==> src/rtl/serial_subtractor.sv <==
// Bit-serial subtractor: DIFF = A - B - BIN over WIDTH bits, LSB first, one bit per clock.
// A single full-subtractor cell is reused every cycle; the borrow flop chains the bits.

module fs_cell (
  input  logic a_i,
  input  logic b_i,
  input  logic bin_i,
  output logic d_o,
  output logic bout_o
);
  assign d_o    = a_i ^ b_i ^ bin_i;
  assign bout_o = (~a_i & b_i) | (~(a_i ^ b_i) & bin_i);
endmodule

module serial_subtractor #(
  parameter int WIDTH = 8
) (
  input  logic             clk_i,
  input  logic             rst_n_i,
  input  logic             start_i,
  input  logic [WIDTH-1:0] a_i,
  input  logic [WIDTH-1:0] b_i,
  input  logic             bin_i,
  output logic             busy_o,
  output logic             done_o,
  output logic [WIDTH-1:0] diff_o,
  output logic             bout_o
);
  localparam int CW = $clog2(WIDTH + 1);
  localparam logic [CW-1:0] LAST = CW'(WIDTH - 1);

  typedef enum logic {
    IDLE = 1'b0,
    RUN  = 1'b1
  } state_t;

  state_t           state_q, state_d;
  logic [CW-1:0]    cnt_q, cnt_d;
  logic [WIDTH-1:0] shift_a_q, shift_a_d;
  logic [WIDTH-1:0] shift_b_q, shift_b_d;
  logic [WIDTH-1:0] res_q, res_d;
  logic             borrow_q, borrow_d;
  logic [WIDTH-1:0] diff_q, diff_d;
  logic             bout_q, bout_d;
  logic             done_q, done_d;

  logic bit_d;
  logic bit_bout;

  fs_cell u_cell (
    .a_i    (shift_a_q[0]),
    .b_i    (shift_b_q[0]),
    .bin_i  (borrow_q),
    .d_o    (bit_d),
    .bout_o (bit_bout)
  );

  always_ff @(posedge clk_i or negedge rst_n_i) begin
    if (!rst_n_i) begin
      state_q   <= IDLE;
      cnt_q     <= '0;
      shift_a_q <= '0;
      shift_b_q <= '0;
      res_q     <= '0;
      borrow_q  <= 1'b0;
      diff_q    <= '0;
      bout_q    <= 1'b0;
      done_q    <= 1'b0;
    end else begin
      state_q   <= state_d;
      cnt_q     <= cnt_d;
      shift_a_q <= shift_a_d;
      shift_b_q <= shift_b_d;
      res_q     <= res_d;
      borrow_q  <= borrow_d;
      diff_q    <= diff_d;
      bout_q    <= bout_d;
      done_q    <= done_d;
    end
  end

  always_comb begin
    state_d   = state_q;
    cnt_d     = cnt_q;
    shift_a_d = shift_a_q;
    shift_b_d = shift_b_q;
    res_d     = res_q;
    borrow_d  = borrow_q;
    diff_d    = diff_q;
    bout_d    = bout_q;
    done_d    = 1'b0;

    case (state_q)
      IDLE: begin
        if (start_i) begin
          shift_a_d = a_i;
          shift_b_d = b_i;
          borrow_d  = bin_i;
          cnt_d     = '0;
          state_d   = RUN;
        end
      end
      RUN: begin
        shift_a_d        = shift_a_q >> 1;
        shift_b_d        = shift_b_q >> 1;
        res_d            = res_q >> 1;
        res_d[WIDTH-1]   = bit_d;
        borrow_d         = bit_bout;
        cnt_d            = cnt_q + CW'(1);
        // Publish only the complete word so DIFF never shows partial bits.
        if (cnt_q == LAST) begin
          diff_d  = res_d;
          bout_d  = bit_bout;
          done_d  = 1'b1;
          state_d = IDLE;
        end
      end
      default: state_d = IDLE;
    endcase
  end

  assign busy_o = (state_q == RUN);
  assign done_o = done_q;
  assign diff_o = diff_q;
  assign bout_o = bout_q;
endmodule
==> config.mk <==
export PLATFORM = sky130hd
export DESIGN_NAME = serial_subtractor
export DESIGN_NICKNAME = d
export VERILOG_FILES = /design/src/rtl/serial_subtractor.sv
export SDC_FILE = /design/constraint.sdc
export NUM_CORES = 1
export LEC_CHECK = 0
export CORE_MARGIN = 2
export CORE_UTILIZATION = 31
export CTS_BUF_LIST = sky130_fd_sc_hd__clkbuf_4 sky130_fd_sc_hd__clkbuf_8
export CTS_CLUSTER_DIAMETER = 100
export CTS_CLUSTER_SIZE = 10
export DETAILED_ROUTE_END_ITERATION = 8
export PLACE_DENSITY = 0.62
export SLEW_MARGIN = 20
export SYNTH_ARGS = -nofsm -noshare
export SYNTH_HDL_FRONTEND = slang
export SYNTH_SLANG_ARGS = --single-unit
==> constraint.sdc <==
create_clock -name clk_i -period 1.4 [get_ports clk_i]
set_clock_uncertainty 0.05 [all_clocks]
set_input_delay 0.35 -clock clk_i [delete_from_list [all_inputs] [get_ports clk_i]]
set_output_delay 0.35 -clock clk_i [all_outputs]
set_load 0.01 [all_outputs]
==> flow_summary.toml, run 1 <==
[run_status]
status = "complete, no violations"

[floorplanning]
die_h_microns = 77.8
start_util_pct = 32.7
core_area_sq_um = 5170
die_w_microns = 77.8
pin_count = 31
floorplan.rows = 26
die_area_sq_um = 6060

[clock_network]
numCtsBuffers = 5
cts_tree = "built"
clkTransAtPathRegs_ns = 0.08
clock_path_buffers = 2
htree_levels = 2
clock_latency_ns = 0.29
clkSinkCount = 39
cts_root_buffer = "clkbuf_8"

[timing]
slew_headroom_pct = 82.6
max_freq_mhz = 727
setup_viol = 0
maxSlewViolCount = 0
worstMarginPinSlew_ns = 0.261
period_minus_slack_ns = 1.38
period_share_pct = 98.2
hold_viol_final = 0

[global_route]
grt_max_degree = 40
grt_overflow = 0
grt_pass1_vias = 1058
gr-usage-all-layers_pct = 10.8
antenna_found_initial = 0
grt_first_pass_wirelength_microns = 5060

[setup_path]
cp-end-kind = "flip-flop"
worstPathArrival_ns = 1.51
slowest_stage = "fa_1"
slowest_delay_ns = 0.50
crit_family = "adder cells"
path_cells = "inv_2 > fa_1 > mux2_4"
crit_buf_inv = 1
crit_fanout = 2
critical_path_class = "flip-flop to flip-flop"
start_kind = "flip-flop"
crit_required_ns = 1.53

[power_and_ir_drop]
power.total_mw = 4.82
clockPowerShare_pct = 23.1
power_density_nw_per_um2 = 2100
seqPwrFrac_pct = 40.0
power_switching_mw = 1.45
cellLeakagePower_nw = 1.08
p_int_mw = 3.37
ir_worst_vdd_mv = 0.720
power_frac_comb_pct = 37.0
switching_share_pct = 30.0

[cells_and_area]
fin_nets = 196
n_antenna_cell = 0
drive_gt1_share_pct = 24.0
postLayoutCoreUtil_pct = 44.5
area_growth_pct = 36.1

[place]
port_buffers = 30
gp_congestion = 0.749
post-dp-hpwl_microns = 2100

[yosys]
syn-num-nets = 152
synth_top_area_share_pct = 57.8
synth_most_common_cell = "dfrtp_1"
synth_ff_type = "dfrtp_1"
synth_top_family_by_area = "multiplexers"
avgSynthCellArea_sq_um = 13.0
synthArstFlopShare_pct = 100
synthCells = 130
muxShareOfSynthArea_pct = 21.7
synth_top_area_cell = "dfrtp_1"
yosys.area_share.adder_pct = 1.93
yosys_warnings = 0
synth.distinct_cells = 23
seq_area_frac_synth_pct = 57.8
synth_common_cells = "39 x dfrtp_1, 16 x mux2i_1, 16 x nand2_1, 16 x o21ai_0, 9 x mux2_2"
synth_area_sq_um = 1690
ys_ff_latch = 39
synth_simple_gate_area_share_pct = 6.96
synth_edf_count = 0
netlist_top_cells_area = "dfrtp_1 58%, mux2i_1 9.5%, mux2_4 6.2%"
synth_xor_area_share_pct = 1.04
synth-compound-area-share_pct = 6.52

[detailed_routing]
drt-vias-per-instance = 4.57
routedWlPerCell_microns = 12.7
drtAntennaViolNets = 0
wl_microns = 3110
vias = 1119
drtIter0Drc = 54
drc = 0
first_pass_iters = 4

[worst_hold_path]
hold_path_class = "flip-flop to flip-flop"

[run]
drv_cap = 0
## worst reg2reg max path, stage by stage, from the launching register on
cell and delay [ns]:
dfrtp_1 0.39, inv_2 0.05, fa_1 0.50, mux2_4 0.28
## logic make-up (layout without fill, tap and decap cells)
kind of cell,count (synthesis),count (layout)
adder cells (fa/ha/maj),2,2
AO/OA/AOI/OAI,20,20
flip-flops,39,39
AND/OR/NAND/NOR,24,25
XOR/XNOR,2,2
buffers and inverters,11,55
multiplexers,32,32
## routing by layer
layer | wire, microns | global-route usage (%) | up-vias
met4 | 42 | 4.29 | 0
li1 | - | - | 533
met2 | 1370 | 16.5 | 34
met3 | 171 | 3.49 | 5
met1 | 1530 | 14.1 | 547
met5 | 0 | 0 | -
## flip-flops by register name, summed over array words and instances (netlist names)
signal / cells
shift_b_q: 8
shift_a_q: 8
bout_o: 1
diff_o: 8
res_q: 7
borrow_q: 1
cnt_q: 4
busy_o: 1
done_o: 1
## cell type report
type | instances | area (sq um)
clock buffer | 5 | 68.8
tap | 70 | 87.6
sequential | 39 | 976
inverter | 3 | 11.3
multi-input combinational | 81 | 672
clock inverter | 3 | 67.6
fill | 471 | 2870
timing repair buffer | 44 | 417
## per-stage QoR
stage / hold WS (ns) / instance area [sq um] / setup slack, ns / TNS, ns / cells
2_1_floorplan: 0.00441 / 1690 / 0.0630 / 0 / 130
3_3_place_gp: 0.279 / 2090 / -0.166 / -2.16 / 229
3_5_place_dp: 0.291 / 2090 / -0.190 / -3.00 / 229
4_1_cts: 0.442 / 2250 / 0.0138 / 0 / 240
5_1_grt: 0.454 / 2300 / -0.00716 / -0.00716 / 245
6_report: 0.437 / 2300 / 0.0247 / 0 / 245
## repair_timing
action,in CTS,in global routing
setup buffers,1,5
gates cloned,1,0
hold buffers,1,0
hold endpoints to repair,39,0
gates resized for setup,12,4
setup endpoints to repair,19,16
## worst paths after layout
| path | start | end | slack [ns] | cells after the start |
|---|---|---|---|---|
| min | shift_b_q[5] | shift_b_q[4] | 0.44 | 2 |
| max reg2reg | shift_b_q[0] | diff_o[7] | 0.02 | 3 |
| min in group asynchronous | rst_n_i | diff_o[7] | 0.50 | 3 |
| max | shift_b_q[0] | diff_o[7] | 0.02 | 3 |
| max in group asynchronous | rst_n_i | shift_b_q[1] | 0.60 | 3 |
| min reg2reg | shift_b_q[5] | shift_b_q[4] | 0.44 | 2 |
## power by group through the flow
stage,logic [mW],clock network [mW],registers (mW)
after global placement,1.66,0,1.91
after floorplan,1.08,0,1.93
after global routing,1.97,1.20,1.98
after CTS,1.68,1.15,1.92
final,1.78,1.11,1.93
after detailed placement,1.73,0,1.94
## cell usage in the layout, fill, tap and decap left out, types with 2 or more instances in the layout
| cell type | n |
|---|---|
| mux2_2 | 9 |
| bufinv_16 | 2 |
| buf_12 | 2 |
| mux2i_1 | 16 |
| clkdlybuf4s15_1 | 2 |
| buf_4 | 11 |
| a22o_1 | 2 |
| mux2_4 | 7 |
| dfrtp_1 | 39 |
| dlygate4sd2_1 | 9 |
| clkdlybuf4s50_1 | 18 |
| inv_1 | 2 |
| clkbuf_8 | 5 |
| nand2_1 | 16 |
| o21ai_0 | 16 |
| nor2_1 | 4 |
Note: power is estimated with default switching activity, not from simulation.
==> run 2, diff against run 1 <==
Settings changed: PLACE_DENSITY 0.62 to 0.64, RECOVER_POWER set to 25.
Clock period 1.4 ns to 1.15 ns, I/O delays scaled along.
==> run 2 against run 1 <==
Against the previous run: non-clock buffer count is 21 higher; the flow now finishes with violations (negative setup slack); first-iteration DRC count decreased by 19%; via count rose by 7.0%; largest cell class unchanged; clock-buffer cell count up 2.
==> flow_summary.toml, run 2 (synthesis gave the netlist of run 1 again) <==
[timing]
period_share_pct = 115
setup_viol = 17
maxSlewViolCount = 0
hold_viol_final = 0
period_minus_slack_ns = 1.32
worstMarginPinSlew_ns = 0.516
fin_ws_ns = -0.174
slew_headroom_pct = 65.6
max_freq_mhz = 756
rsz0062_at_grt = "true"

[clock_network]
clkSinkCount = 39
cts_root_buffer = "clkbuf_8"
numCtsBuffers = 5
clkTransAtPathRegs_ns = 0.07
clock_path_buffers = 2
htree_levels = 2
cts_tree = "built"
clock_latency_ns = 0.29

[power_and_ir_drop]
power.total_mw = 6.48
ir_worst_vdd_mv = 1.08
power_switching_mw = 2.02
switching_share_pct = 31.2
p_int_mw = 4.46
clockPowerShare_pct = 14.2
seqPwrFrac_pct = 36.5
cellLeakagePower_nw = 1.22
power_density_nw_per_um2 = 2570
power_frac_comb_pct = 49.3

[setup_path]
crit_buf_inv = 1
cp-end-kind = "flip-flop"
slowest_stage = "fa_2"
critical_path_class = "flip-flop to flip-flop"
worstPathArrival_ns = 1.45
start_kind = "flip-flop"
path_cells = "inv_1 > fa_2 > mux2_4"
crit_required_ns = 1.28
crit_family = "adder cells"
crit_fanout = 2
slowest_delay_ns = 0.43
rrSetupSlack_ns = -0.17

[place]
gp_congestion = 0.771
post-dp-hpwl_microns = 2240
dp.cells = 244
port_buffers = 30

[detailed_routing]
drt-vias-per-instance = 4.50
routedWlPerCell_microns = 13.0
vias = 1197
wl_microns = 3450
first_pass_iters = 4
drtIter0Drc = 44
drtAntennaViolNets = 0
drc = 0

[global_route]
gr-usage-all-layers_pct = 12.1
grt_overflow = 0
grt_max_degree = 40
grt_first_pass_wirelength_microns = 5620
grt_pass1_vias = 1244
antenna_found_initial = 0

[run_status]
violations = "negative setup slack"
status = "complete, but fails checks"

[worst_hold_path]
hold_path_class = "flip-flop to flip-flop"

[cells_and_area]
nFillCells = 461
n_antenna_cell = 0
drive_gt1_share_pct = 42.3
fin_cells = 266
fin_nets = 217
layout_common_cells = "38 x dfrtp_1, 21 x buf_4, 17 x clkdlybuf4s50_1, 16 x mux2i_1, 15 x nand2_1"
area_growth_pct = 49.1
final_common_cell = "dfrtp_1"

[floorplanning]
pin_count = 31
start_util_pct = 32.7
die_w_microns = 77.8
die_area_sq_um = 6060
floorplan.rows = 26
core_area_sq_um = 5170
die_h_microns = 77.8

[run]
drv_cap = 0
==> run 2: stage by stage <==
| stage | setup slack (ns) | TNS, ns | utilization [%] | hold WS (ns) | instance area, sq um |
|---|---|---|---|---|---|
| floorplan | -0.137 | -1.09 | - | -0.0581 | 1710 |
| global placement | -0.354 | -8.94 | 43.0 | 0.219 | 2220 |
| detailed placement | -0.430 | -10.42 | 43.0 | 0.224 | 2220 |
| CTS | -0.185 | -1.21 | 46.5 | 0.440 | 2410 |
| global route | -0.218 | -2.33 | 48.7 | 0.465 | 2520 |
| finish | -0.174 | -1.15 | 48.7 | 0.441 | 2520 |
==> run 2: final timing paths <==
path	from	to	depth (start not counted)
max	shift_b_q[0]	diff_o[7]	3
min	shift_b_q[3]	shift_b_q[2]	2
max reg2reg	shift_b_q[0]	diff_o[7]	3
min reg2reg	shift_b_q[3]	shift_b_q[2]	2
max in group asynchronous	rst_n_i	cnt_q[2]	3
min in group asynchronous	rst_n_i	res_q[5]	3
==> run 2: tightest hold or removal path, delay by kind of cell, from the launching register on <==
family,cells,cell delay (ns)
AND/OR/NAND/NOR,1,0.05
flip-flops,1,0.35
AO/OA/AOI/OAI,1,0.06
==> run 2: cell type report <==
cell class / count / area, sq um / share of cell area (%)
inverters: 3 / 11.3 / 0.447
well taps: 70 / 87.6 / 3.48
clock inverters: 1 / 5.00 / 0.199
flip-flops and latches: 39 / 977 / 38.8
repair buffers: 65 / 609 / 24.2
multi-input cells: 81 / 744 / 29.6
clock buffers: 7 / 83.8 / 3.33
==> run 2: repair_timing <==
action,4_1_cts,5_1_grt
hold buffers,1,0
hold endpoints to repair,39,0
resized for setup,67,17
setup buffers,8,5
pin swaps,2,2
cloned,1,2
setup endpoints to repair,49,37
==> run 2: layer usage <==
metal	global-route usage [%]	wire (microns)	vias up
met2	18.3	1600	35
met5	0	0	-
met1	15.5	1580	577
met4	6.96	82	0
li1	-	-	577
met3	3.37	188	8
==> run 2: power by group through the flow <==
stage	registers, mW	clock network, mW	logic [mW]
after global placement	2.30	0	2.44
after global routing	2.43	1.02	3.48
final	2.37	0.919	3.19
after detailed placement	2.35	0	2.53
after floorplan	2.36	0	1.42
after CTS	2.36	0.962	2.80
==> run 3, diff against run 2 <==
Settings changed: CORE_UTILIZATION 31 to 48, PLACE_DENSITY 0.64 to 0.87, SETUP_SLACK_MARGIN set to 0.1.
==> run 3 against run 2 <==
Against the previous run: the flow still finishes with violations (negative setup slack); first-iteration DRC count is 6.8% higher; global-route usage is 9.4 points higher; combinational power is 21% higher; setup slack worse by 0.0088 ns; register-to-register slack hardly changed; routed wire length is 28% higher; utilization is 30 points higher; critical path type unchanged; critical endpoint unchanged; largest power group unchanged; highest routed layer unchanged.
==> flow_summary.toml, run 3 (synthesis gave the netlist of run 1 again) <==
[clock_network]
clkTransAtPathRegs_ns = 0.11
clkSinkCount = 39
numCtsBuffers = 5
htree_levels = 2
clock_path_buffers = 2
clock_latency_ns = 0.35
cts_tree = "built"
cts_root_buffer = "clkbuf_4"

[timing]
max_freq_mhz = 751
fin_ws_ns = -0.182
slew_headroom_pct = 53.7
worstMarginPinSlew_ns = 0.695
maxSlewViolCount = 0
period_minus_slack_ns = 1.33
setup_tns_ns = -2.36
hold_viol_final = 0
rsz0062_at_grt = "true"
setup_viol = 29
period_share_pct = 116
whs_ns = 0.438

[power_and_ir_drop]
power.total_mw = 7.04
ir_worst_vdd_mv = 1.30
cellLeakagePower_nw = 1.30
power_density_nw_per_um2 = 2650

[setup_path]
crit_fanout = 2
crit_end = "diff_o[7]"
crit_required_ns = 1.35
cp-end-kind = "flip-flop"
timing.rr.start = "borrow_q"
worstPathArrival_ns = 1.53
timing.rr.end = "diff_o[7]"
rrSetupSlack_ns = -0.18
reg2regPathDepth = 3
start_kind = "flip-flop"
startpoint = "borrow_q"
critical_path_class = "flip-flop to flip-flop"

[detailed_routing]
drc = 0
routedWlPerCell_microns = 18.0
vias = 1288
drt-vias-per-instance = 5.26
drtAntennaViolNets = 0
wl_microns = 4420
first_pass_iters = 4
drtIter0Drc = 47

[run]
drv_cap = 0

[place]
dp.cells = 217
gp_congestion = 0.751
place_area_sq_um = 2170
port_buffers = 30
post-dp-hpwl_microns = 2410

[floorplanning]
die_w_microns = 63.3
die_area_sq_um = 4010
core_area_sq_um = 3360
floorplan.rows = 21
die_h_microns = 63.3
pin_count = 31
start_util_pct = 50.2

[cells_and_area]
layout_common_cells = "38 x dfrtp_1, 20 x buf_4, 17 x clkdlybuf4s50_1, 15 x mux2i_1, 14 x mux2_4"
area_growth_pct = 57.6
final_common_cell = "dfrtp_1"
fin_nets = 220
fin_cells = 245
drive_gt1_share_pct = 53.8
multi_input_area_sq_um = 851
nFillCells = 204
fin_area_sq_um = 2660
seq_area_sq_um = 977
n_antenna_cell = 0

[global_route]
antenna_found_initial = 0
grt_pass1_vias = 1368
gr-usage-all-layers_pct = 21.5
grt_max_degree = 29
grt_first_pass_wirelength_microns = 6600
grt_overflow = 0

[worst_hold_path]
hold_path_class = "primary input to async pin"

[run_status]
violations = "negative setup slack"
status = "complete, but fails checks"
run 3: cell types whose count changed in the layout (fill, tap and decap cells not counted), moves of 2 or more:
cell	change
o21ai_2	+7
nand2_4	+6
buf_2	-3
o21ai_0	-7
clkbuf_8	-5
nor2_4	+2
nor2_1	-2
clkbuf_4	+4
nand2_2	+5
buf_8	+5
nand2_1	-11
run 3: how the worst min path moves through the flow:
stage | startpoint | to | slack (ns)
global route | rst_n_i | diff_o[5] | 0.49
floorplan | rst_n_i | borrow_q | -0.06
global placement | rst_n_i | diff_o[3] | 0.13
finish | rst_n_i | diff_o[5] | 0.44
detailed placement | rst_n_i | diff_o[5] | 0.14
CTS | rst_n_i | diff_o[5] | 0.30
run 3: stage by stage:
stage | setup WS (ns) | utilization (%)
2_1_floorplan | -0.125 | -
3_3_place_gp | -0.327 | 64.6
3_5_place_dp | -0.450 | 64.6
4_1_cts | -0.179 | 71.2
5_1_grt | -0.214 | 79.1
6_report | -0.182 | 79.1
run 3: routing by layer:
metal  track usage (%)  wire, microns  share of wire (%)  vias to the layer above
met4              5.71             68                1.5                        0
li1                  -              -                  -                      585
met3              6.96            158                3.6                        7
met2              40.1           2530                 57                       35
met5                 0              0                  0                        -
met1              23.2           1660                 38                      661
run 3: worst max-delay path, cell delays in order, from the launching register on:
cell and delay [ns]:
dfrtp_1 0.42, inv_2 0.06, fa_2 0.43, mux2_4 0.28
run 3: layout make-up:
type / count / area share, %
repair buffers: 68 / 26.5
inverters: 3 / 0.517
well taps: 46 / 2.16
clock inverters: 1 / 0.188
multi-input cells: 81 / 32.0
clock buffers: 7 / 1.97
flip-flops and latches: 39 / 36.7
run 3: timing repair:
item                       4_1_cts  5_1_grt
gates resized for setup         79       53
hold endpoints to repair        11        0
hold buffers                     1        0
setup buffers                    7        9
setup endpoints to repair       50       50
pin swaps                        4       10
cloned                           4        2
run 3: report_power, final:
group	switching [mW]	internal (mW)
logic	1.51	2.35
clock network	0.435	0.286
registers	0.500	1.96
total	2.45	4.59
